===== config.mk =====
export PLATFORM = sky130hd
export DESIGN_NAME = keycode_event_encoder
export DESIGN_NICKNAME = d
export VERILOG_FILES = /design/src/rtl/keycode_event_encoder.sv
export SDC_FILE = /design/constraint.sdc
export NUM_CORES = 1
export LEC_CHECK = 0
export ABC_AREA = 1
export ABC_CLOCK_PERIOD_IN_PS = 2700
export BUFFER_PORTS_ARGS = -buffer_cell sky130_fd_sc_hd__buf_2
export CORE_MARGIN = 2
export CORE_UTILIZATION = 35
export CTS_BUF_LIST = sky130_fd_sc_hd__clkbuf_8 sky130_fd_sc_hd__clkbuf_16
export DETAILED_ROUTE_END_ITERATION = 7
export HOLD_SLACK_MARGIN = 0.1
export PLACE_DENSITY_LB_ADDON = 0.08
export REMOVE_ABC_BUFFERS = 1
export SLEW_MARGIN = 15
export SYNTH_ARGS = -nofsm -noshare
export SYNTH_HDL_FRONTEND = slang
export SYNTH_SLANG_ARGS = --single-unit

===== constraint.sdc =====
create_clock -name clk -period 2.7 [get_ports clk]
set_input_delay 0.135 -clock clk [delete_from_list [all_inputs] [get_ports clk]]
set_output_delay 0.135 -clock clk [all_outputs]
set_load 0.01 [all_outputs]

===== src/rtl/keycode_event_encoder.sv =====
// keycode_event_encoder
// Debounces a bank of key lines and turns each accepted change into
// press/release events, queued in a small first-word-fall-through FIFO.
// A direct key-to-key change is reported as release(old) then press(new)
// on consecutive edges via the SWAP state.
module keycode_event_encoder #(
   parameter int WIDTH         = 16,
   parameter int CODE_W        = 4,
   parameter int STABLE_CYCLES = 4,
   parameter int FIFO_DEPTH    = 4
) (
   input  logic              clk,
   input  logic              rst_n,
   input  logic [WIDTH-1:0]  onehot,
   output logic              evt_valid,
   input  logic              evt_ready,
   output logic [CODE_W-1:0] evt_code,
   output logic              evt_press,
   output logic [CODE_W-1:0] code,
   output logic              code_valid,
   output logic              multi_err,
   output logic              overflow,
   input  logic              clr_overflow
);

   localparam int         AW       = $clog2(FIFO_DEPTH);
   localparam logic [7:0] STABLE_C = 8'(STABLE_CYCLES);

   typedef enum logic [1:0] {
      ST_IDLE = 2'd0,
      ST_HELD = 2'd1,
      ST_SWAP = 2'd2
   } state_t;

   // True when exactly one bit of v is set.
   function automatic logic f_is_onehot(input logic [WIDTH-1:0] v);
      return (v != {WIDTH{1'b0}}) && ((v & (v - WIDTH'(1'b1))) == {WIDTH{1'b0}});
   endfunction

   // Index of the highest set bit; only meaningful for one-hot inputs.
   function automatic logic [CODE_W-1:0] f_encode(input logic [WIDTH-1:0] v);
      logic [CODE_W-1:0] idx;
      idx = {CODE_W{1'b0}};
      for (int i = 0; i < WIDTH; i++) begin
         if (v[i]) begin
            idx = CODE_W'(i);
         end else begin
            idx = idx;
         end
      end
      return idx;
   endfunction

   // sampler / stability counter
   logic [WIDTH-1:0]  r_smp;
   logic [7:0]        r_cnt;

   // FSM and accepted-pattern state
   state_t            r_state;
   state_t            w_state_nxt;
   logic [WIDTH-1:0]  r_acc;
   logic [WIDTH-1:0]  w_acc_nxt;
   logic [CODE_W-1:0] r_code;
   logic [CODE_W-1:0] w_code_nxt;
   logic [CODE_W-1:0] r_pend;
   logic [CODE_W-1:0] w_pend_nxt;
   logic              r_merr;
   logic              w_merr_nxt;
   logic              r_code_valid;

   // event push request
   logic              w_push;
   logic [CODE_W:0]   w_push_entry;

   // FIFO
   logic [CODE_W:0]   r_mem [FIFO_DEPTH];
   logic [AW:0]       r_wr;
   logic [AW:0]       r_rd;
   logic              r_ovf;
   logic              w_empty;
   logic              w_full;
   logic              w_pop;
   logic              w_push_ok;
   logic              w_drop;
   logic [CODE_W:0]   w_head;

   logic              w_accept;
   logic              w_smp_zero;
   logic              w_smp_onehot;
   logic [CODE_W-1:0] w_smp_code;

   // Sample the key lines and count how long the sample has been unchanged.
   always_ff @(posedge clk or negedge rst_n) begin
      if (!rst_n) begin
         r_smp <= {WIDTH{1'b0}};
         r_cnt <= 8'd0;
      end else begin
         r_smp <= onehot;
         if (onehot != r_smp) begin
            r_cnt <= 8'd0;
         end else if (r_cnt != STABLE_C) begin
            r_cnt <= r_cnt + 8'd1;
         end else begin
            r_cnt <= r_cnt;
         end
      end
   end

   // Acceptance is suppressed in SWAP so the pending press goes out first.
   assign w_accept     = (r_cnt == STABLE_C) && (r_smp != r_acc) && (r_state != ST_SWAP);
   assign w_smp_zero   = (r_smp == {WIDTH{1'b0}});
   assign w_smp_onehot = f_is_onehot(r_smp);
   assign w_smp_code   = f_encode(r_smp);

   // Next-state, held-code and event generation for accepted patterns.
   always_comb begin
      w_state_nxt  = r_state;
      w_acc_nxt    = r_acc;
      w_code_nxt   = r_code;
      w_pend_nxt   = r_pend;
      w_merr_nxt   = r_merr;
      w_push       = 1'b0;
      w_push_entry = {(CODE_W + 1){1'b0}};
      case (r_state)
         ST_IDLE: begin
            if (w_accept) begin
               w_acc_nxt = r_smp;
               if (w_smp_onehot) begin
                  w_merr_nxt   = 1'b0;
                  w_push       = 1'b1;
                  w_push_entry = {1'b1, w_smp_code};
                  w_code_nxt   = w_smp_code;
                  w_state_nxt  = ST_HELD;
               end else if (w_smp_zero) begin
                  w_merr_nxt = 1'b0;
               end else begin
                  w_merr_nxt = 1'b1;
               end
            end else begin
               w_acc_nxt = r_acc;
            end
         end
         ST_HELD: begin
            if (w_accept) begin
               w_acc_nxt = r_smp;
               if (w_smp_zero) begin
                  w_merr_nxt   = 1'b0;
                  w_push       = 1'b1;
                  w_push_entry = {1'b0, r_code};
                  w_code_nxt   = {CODE_W{1'b0}};
                  w_state_nxt  = ST_IDLE;
               end else if (w_smp_onehot) begin
                  w_merr_nxt = 1'b0;
                  if (w_smp_code != r_code) begin
                     w_push       = 1'b1;
                     w_push_entry = {1'b0, r_code};
                     w_pend_nxt   = w_smp_code;
                     w_state_nxt  = ST_SWAP;
                  end else begin
                     w_state_nxt = ST_HELD;
                  end
               end else begin
                  w_merr_nxt = 1'b1;
               end
            end else begin
               w_acc_nxt = r_acc;
            end
         end
         ST_SWAP: begin
            w_push       = 1'b1;
            w_push_entry = {1'b1, r_pend};
            w_code_nxt   = r_pend;
            w_state_nxt  = ST_HELD;
         end
         default: begin
            w_state_nxt = ST_IDLE;
            w_code_nxt  = {CODE_W{1'b0}};
         end
      endcase
   end

   // FSM state register and the values it owns.
   always_ff @(posedge clk or negedge rst_n) begin
      if (!rst_n) begin
         r_state      <= ST_IDLE;
         r_acc        <= {WIDTH{1'b0}};
         r_code       <= {CODE_W{1'b0}};
         r_pend       <= {CODE_W{1'b0}};
         r_merr       <= 1'b0;
         r_code_valid <= 1'b0;
      end else begin
         r_state      <= w_state_nxt;
         r_acc        <= w_acc_nxt;
         r_code       <= w_code_nxt;
         r_pend       <= w_pend_nxt;
         r_merr       <= w_merr_nxt;
         r_code_valid <= (w_state_nxt != ST_IDLE);
      end
   end

   // A full FIFO still takes a push when the head leaves on the same edge.
   assign w_empty   = (r_wr == r_rd);
   assign w_full    = (r_wr[AW] != r_rd[AW]) && (r_wr[AW-1:0] == r_rd[AW-1:0]);
   assign w_pop     = !w_empty && evt_ready;
   assign w_push_ok = w_push && (!w_full || w_pop);
   assign w_drop    = w_push && !w_push_ok;

   // FIFO read/write pointers, one extra bit to tell full from empty.
   always_ff @(posedge clk or negedge rst_n) begin
      if (!rst_n) begin
         r_wr <= {(AW + 1){1'b0}};
         r_rd <= {(AW + 1){1'b0}};
      end else begin
         if (w_push_ok) begin
            r_wr <= r_wr + {{AW{1'b0}}, 1'b1};
         end else begin
            r_wr <= r_wr;
         end
         if (w_pop) begin
            r_rd <= r_rd + {{AW{1'b0}}, 1'b1};
         end else begin
            r_rd <= r_rd;
         end
      end
   end

   // FIFO storage; cleared on reset so stale entries never surface.
   always_ff @(posedge clk or negedge rst_n) begin
      if (!rst_n) begin
         for (int i = 0; i < FIFO_DEPTH; i++) begin
            r_mem[i] <= {(CODE_W + 1){1'b0}};
         end
      end else if (w_push_ok) begin
         r_mem[r_wr[AW-1:0]] <= w_push_entry;
      end else begin
         r_mem[r_wr[AW-1:0]] <= r_mem[r_wr[AW-1:0]];
      end
   end

   // Sticky overflow; a drop on the same edge as a clear keeps it set.
   always_ff @(posedge clk or negedge rst_n) begin
      if (!rst_n) begin
         r_ovf <= 1'b0;
      end else if (w_drop) begin
         r_ovf <= 1'b1;
      end else if (clr_overflow) begin
         r_ovf <= 1'b0;
      end else begin
         r_ovf <= r_ovf;
      end
   end

   assign w_head     = r_mem[r_rd[AW-1:0]];
   assign evt_valid  = !w_empty;
   assign evt_code   = w_empty ? {CODE_W{1'b0}} : w_head[CODE_W-1:0];
   assign evt_press  = w_empty ? 1'b0 : w_head[CODE_W];
   assign code       = r_code;
   assign code_valid = r_code_valid;
   assign multi_err  = r_merr;
   assign overflow   = r_ovf;

endmodule


Yosys cells after proc, flatten, opt, wreduce, memory -nomap -nowiden. Index checks and enable logic that the tools add are counted.

Register bits after elaboration: 79. Latch bits: 0. Memory bits (writable): 0. Bits in read-only memories: 0. Input port bits: 20. Memories: 0.

$add $sub $neg: 4. $mul: 0. Div/mod/pow operators: 0. Magnitude comparators: 3. Eq/ne operators: 15. Shift operators: 0. Muxes and demuxes: 65. Bitwise gates (word level): 4. Reduce and logical (&&, ||, !) cells: 25.

Operator list (count): $mux W4 (22); $bwmux W20 (2); $mux W5 (7); $logic_not A16 Y1 (2); $ne A16 B16 Y1 (2); $bmux W5 S2 (2); $mux W20 (1); $and A16 B16 Y16 (1); $mux W1 (16); $mux W8 (2); $reduce_bool A16 Y1 (1); $sub A16 B1 Y16 const B (1); $pmux W5 S3 (1); $mux W2 (7); $pmux W4 S3 (1); $demux W5 S2 (1); $ne A2 B2 Y1 const B (5); $add A8 B1 Y8 const B (1); $eq A8 B3 Y1 const B (1); $logic_and A1 B1 Y1 (8); $ne A8 B3 Y1 const B (1); $reduce_bool A2 Y1 (4); $add A3 B1 Y3 const B (2); $ge A3 B3 Y1 const B (2); 20 further kinds (23).

Depth between registers and ports, before layout.
Depth after elaboration: 25. Gate-level depth with buffers: 26.

Least setup slack after synthesis. Ideal clock, no wire load.

Path type: register to register. From: reg r_cnt[0]. To: reg r_mem[10] in the netlist's numbering. Library setup time: 121 ps. Data arrival time: 2071 ps. Slack: 508 ps. Cell stages (with the launch flop): 15. Path buffers: 1. Path through: dfrtp_1 inv_1 ha_1 inv_1 nor4_1 nand4_1 inv_1 nand3_1 a21oi_2 nand2_4 nand2_4 nand2_4 buf_4 nand2_1 nand3_2.

Word-level cells in the longest chain between the ends: 7. Elaborated cells on any way between the ends: 12. Those cells by class: 1 x eq/ne; 8 x mux; 3 x reduce/logical.

Ends and longest elaborated chain: from (decl) (RTL line 56) `logic [7:0] r_cnt;`; from (signal assigned) (RTL line 102) `r_cnt <= r_cnt + 8'd1;`; from (signal assigned) (RTL line 104) `r_cnt <= r_cnt;`; $eq A8 B3 Y1 * (RTL line 110) `assign w_accept = (r_cnt == STABLE_C) && (r_smp != r_acc) && (r_state != ST_SWAP);`; $logic_and A1 B1 Y1 * (2 in series) (RTL line 110); $mux W4, or another cell as far along (RTL line 144) `if (w_accept) begin`; $pmux W5 S3 or $pmux W1 S3 (tied branches) (RTL line 124) `case (r_state)`; $bwmux W20 or $logic_and A1 B1 Y1 (tied branches) (RTL line 234, 205); $mux W20 * (RTL line 233) `end else if (w_push_ok) begin`; to (signal, indexed assignment) (RTL line 231) `r_mem[i] <= {(CODE_W + 1){1'b0}};`; to (signal, indexed assignment) (RTL line 234) `r_mem[r_wr[AW-1:0]] <= w_push_entry;`; to (signal, indexed assignment) (RTL line 236) `r_mem[r_wr[AW-1:0]] <= r_mem[r_wr[AW-1:0]];`; to (decl) (RTL line 76) `logic [CODE_W:0] r_mem [FIFO_DEPTH];`.

Every way passes the cells marked *; elsewhere a longest branch is shown, timed or not. A chain may end at the register's enable or synchronous reset.

Worst setup path after layout.
From: reg r_smp[4]. To: reg r_code_valid (netlist: code_valid).

Word-level cells in the longest chain between the ends: 19. Elaborated cells on any way between the ends: 30. Those cells by class: 1 x add/sub; 2 x eq/ne; 19 x mux; 1 x bitwise; 7 x reduce/logical.

Ends and longest elaborated chain: from (decl) (RTL line 55) `logic [WIDTH-1:0] r_smp;`; from (signal assigned) (RTL line 95) `r_smp <= {WIDTH{1'b0}};`; from (signal assigned) (RTL line 98) `r_smp <= onehot;`; $mux W4 (12 in series) (RTL line 45) `if (v[i]) begin`; $ne A4 B4 Y1 (RTL line 154) `if (w_smp_code != r_code) begin`; $mux W2 (RTL line 154); $mux W2 (RTL line 152) `end else if (w_smp_onehot) begin`; $mux W2 (RTL line 146) `if (w_smp_zero) begin`; $mux W2 (RTL line 144); $pmux W2 S3 * (RTL line 124); $reduce_bool A2 Y1 * (RTL line 197) `r_code_valid <= (w_state_nxt != ST_IDLE);`; to (signal assigned) (RTL line 197); to (decl) (RTL line 69) `logic r_code_valid;`.

Marked as above.

==> impl_metrics.py <==
metrics = {
    "status": {
        "status": "finished, final reports clean",
    },
    "sta": {
        "max_freq_mhz": 397.4,
        "finalMaxSlewViolations": 0,
        "slew_headroom": 0.5576,
        "fin_crit_ns": 2.516,
        "hold_viol": 0,
        "period_share": 0.9319,
        "tightest_slew_ns": 0.6620,
        "setup_violations": 0,
        "setup_tns_ns": 0,
        "clock_skew_ns": 0.006277,
        "rsz0062_at_grt": "yes",
        "finalWorstSetupSlack_ns": 0.1838,
    },
    "layout": {
        "diodes": 0,
        "area_delta_synth_final_pct": 21.08,
        "instances_no_fill": 846,
        "final_nets": 692,
        "final_area_mm2": 0.005655,
        "drive_gt1_frac": 0.1731,
    },
    "logic_synthesis": {
        "ys_seq_area_frac": 0.4233,
        "async_flop_share": 1.000,
        "synthCells": 605,
        "ys_types": 42,
        "synth_area_leaders": "dfrtp_1 (42%), nand2_1 (11%), o21ai_0 (5.1%)",
        "synth_edf_count": 0,
        "ys.flop_type": "dfrtp_1",
        "yosysWarnings": 0,
        "syn_area_per_cell_um2": 7.720,
        "netlist_area_mm2": 0.004671,
        "yosys.area.top_type": "dfrtp_1",
        "ys_ff_latch": 79,
        "synth.top_cell.area_share": 0.4233,
    },
    "placement": {
        "dp.cells": 807,
        "hpwl_mm": 8.315,
        "place_congestion": 0.8048,
        "io_buffers": 32,
        "postPlaceCellArea_mm2": 0.005071,
        "pre_cts_slack_ns": 0.09541,
    },
    "run": {
        "drv_cap": 0,
    },
    "critical_path": {
        "cp.arrival_ns": 2.74,
        "startpoint_type": "flop",
        "path_cells": "xor2_1 -> nor4_1 -> nand3_1 -> nand3_1 -> nor2_2 -> o21ai_1 -> inv_1 -> a21oi_1 -> nand3_1",
        "worstPathMaxFanout": 6,
        "crit_start": "r_smp[4]",
        "required_ns": 2.92,
        "crit_buf_inv": 1,
        "rrSetupSlack_ns": 0.18,
        "critPathMaxStageDelay_ns": 0.47,
        "rr_startpoint": "r_smp[4]",
        "cpMostUsedCell": "nand3_1",
        "endpoint": "code_valid",
        "r2r-end": "code_valid",
        "crit_path_top_delay_cell": "dfrtp_1",
        "ff2ff_path_depth": 9,
        "cp_num_cells": 9,
        "critPathKind": "reg -> reg",
        "critPathCaptureType": "flop",
        "cp_top_family": "simple AND/OR/NAND/NOR gates",
    },
    "pwr": {
        "p_comb_frac": 0.061,
        "p_sw_frac": 0.2371,
        "clock_power_share": 0.477,
        "p_seq_frac": 0.462,
        "p_leak_nw": 2.593,
        "intPower_w": 0.002005,
        "power_density_mw_per_mm2": 464.6,
        "net-switching-power_w": 0.0006231,
        "ir_drop_mv": 0.4609,
    },
    "global_routing": {
        "grt_pass1_vias": 4051,
        "grt_overflow": 0,
        "antenna_found_initial": 0,
        "grt_max_degree": 42,
        "track_usage": 0.1824,
        "grt_pass1_wl_mm": 20.37,
    },
    "routing": {
        "dr.pass1.iters": 5,
        "vias": 4089,
        "wl_per_cell_um": 14.39,
        "drcViolationCount": 0,
        "drt_iter0_drc": 233,
        "wirelength_mm": 12.17,
        "ant_nets": 0,
        "vias_per_cell": 4.833,
    },
    "clock_tree": {
        "clkSlewWorstSetupHoldPaths_ns": 0.06,
        "cts_sinks": 79,
        "insertion_delay_ns": 0.35,
        "numCtsBuffers": 9,
        "clockRootBuffer": "clkbuf_16",
        "cts_buffer_depth": 2,
        "cts_tree": "yes",
        "htreeDepth": 3,
    },
    "floorplanning": {
        "core-area_mm2": 0.01314,
        "row_count": 42,
        "pin_count": 33,
        "die_h_um": 119.5,
        "die_area_mm2": 0.01429,
        "die_w_um": 119.5,
        "start_util": 0.3555,
    },
    "hold_path": {
        "holdCritPathClass": "in -> async",
    },
}
how the worst min path moves through the flow:
stage | endpoint | slack, ns | depth (start not counted)
after floorplan | code[0] | -0.16 | 0
after global placement | r_rd[2] | 0.17 | 1
after detailed placement | r_rd[2] | 0.17 | 1
after CTS | r_rd[2] | 0.33 | 2
after global routing | r_rd[2] | 0.36 | 2
final | r_rd[2] | 0.31 | 2
metal layers:
| metal | part of all wire | global-route usage |
|---|---|---|
| met4 | 0.020 | 0.06618 |
| met5 | 0 | 0 |
| met1 | 0.45 | 0.2229 |
| met2 | 0.50 | 0.3100 |
| met3 | 0.034 | 0.04800 |
cell families after synthesis:
family	after synthesis	share of synthesized area
buffers and inverters	79	0.06751
DFF	79	0.4233
adders and majority gates	7	0.01875
and+or+nand+nor	291	0.2928
AOI/OAI and AO/OA	116	0.1353
xor gates and xnor gates	32	0.06000
muxes	1	0.002411
metrics by stage:
step,utilization,power (W),hold WS [ns]
after floorplan,-,0.001305,-0.1606
after global placement,0.3860,0.001375,0.1719
after detailed placement,0.3860,0.001375,0.1682
after CTS,0.4232,0.002672,0.3333
after global routing,0.4305,0.002740,0.3632
final,0.4305,0.002628,0.3119
power groups by stage:
stage / clock (W) / sequential [W] / combinational [W]
final: 0.00125 / 0.00122 / 0.000160
after floorplan: 0 / 0.00123 / 0.0000711
after CTS: 0.00130 / 0.00121 / 0.000160
after global routing: 0.00134 / 0.00122 / 0.000182
after global placement: 0 / 0.00124 / 0.000139
after detailed placement: 0 / 0.00124 / 0.000139
state kept, by name, summed over array words and instances, names as in the netlist:
signal / flops
code: 4
code_valid: 1
multi_err: 1
overflow: 1
r_acc: 16
r_cnt: 8
r_mem: 20
r_pend: 4
r_rd: 3
r_smp: 16
r_state: 2
r_wr: 3
cells in the mapped netlist (2+ instances only):
master	number
xnor2_1	22
nand2_2	13
nand3_2	6
clkinv_1	3
nor3_1	6
nand3_1	28
ha_1	7
a22oi_1	4
nor2_4	2
nand2_4	5
o21ai_0	48
nand4_1	10
a21oi_2	2
o21ai_1	12
or2_1	3
dfrtp_1	79
clkbuf_1	12
inv_2	4
nand2_1	134
buf_6	2
nor2_2	4
xor2_1	10
a211oi_1	3
a21oi_1	40
nor3b_1	2
inv_1	57
or2_2	5
nor2_1	64
nor4_1	5
timing repair:
| action | 4_1_cts | 5_1_grt |
|---|---|---|
| buffers inserted | 0 | 2 |
| hold buffers | 19 | 0 |
| hold endpoints to repair | 57 | 0 |
| endpoints found under the setup margin | 0 | 26 |
| gates resized for setup | 0 | 13 |
worst register-to-register path: cells and delay by family, from the launching register on:
kind,cells,cell delay [ns]
AO/OA/AOI/OAI,2,0.55
flip-flops,1,0.47
XOR/XNOR,1,0.19
buffers and inverters,1,0.09
AND/OR/NAND/NOR,5,1.10
cells in the final DEF, fill, tap and decap left out, drive strengths merged:
cell type,instances
a211o,1
a211oi,3
a21oi,43
a221oi,1
a22oi,4
a31oi,1
buf,43
bufinv,1
clkbuf,10
clkinv,6
clkinvlp,2
dfrtp,79
dlygate4sd3,19
ha,7
inv,61
mux2,1
nand2,154
nand3,34
nand4,10
nor2,71
nor3,7
nor3b,2
nor4,6
o211ai,1
o21ai,60
o21bai,1
o22ai,1
or2,8
or4,1
xnor2,22
xor2,10
layout make-up:
type / instances / area [µm²]
clock buffer: 10 / 239.0
fill: 1350 / 7482
timing repair buffer: 62 / 460.4
inverter: 64 / 240.2
multi-input combinational: 449 / 2459
tap: 176 / 220.2
clock inverter: 6 / 60.06
sequential: 79 / 1977
(Power assumes the default switching activity.)
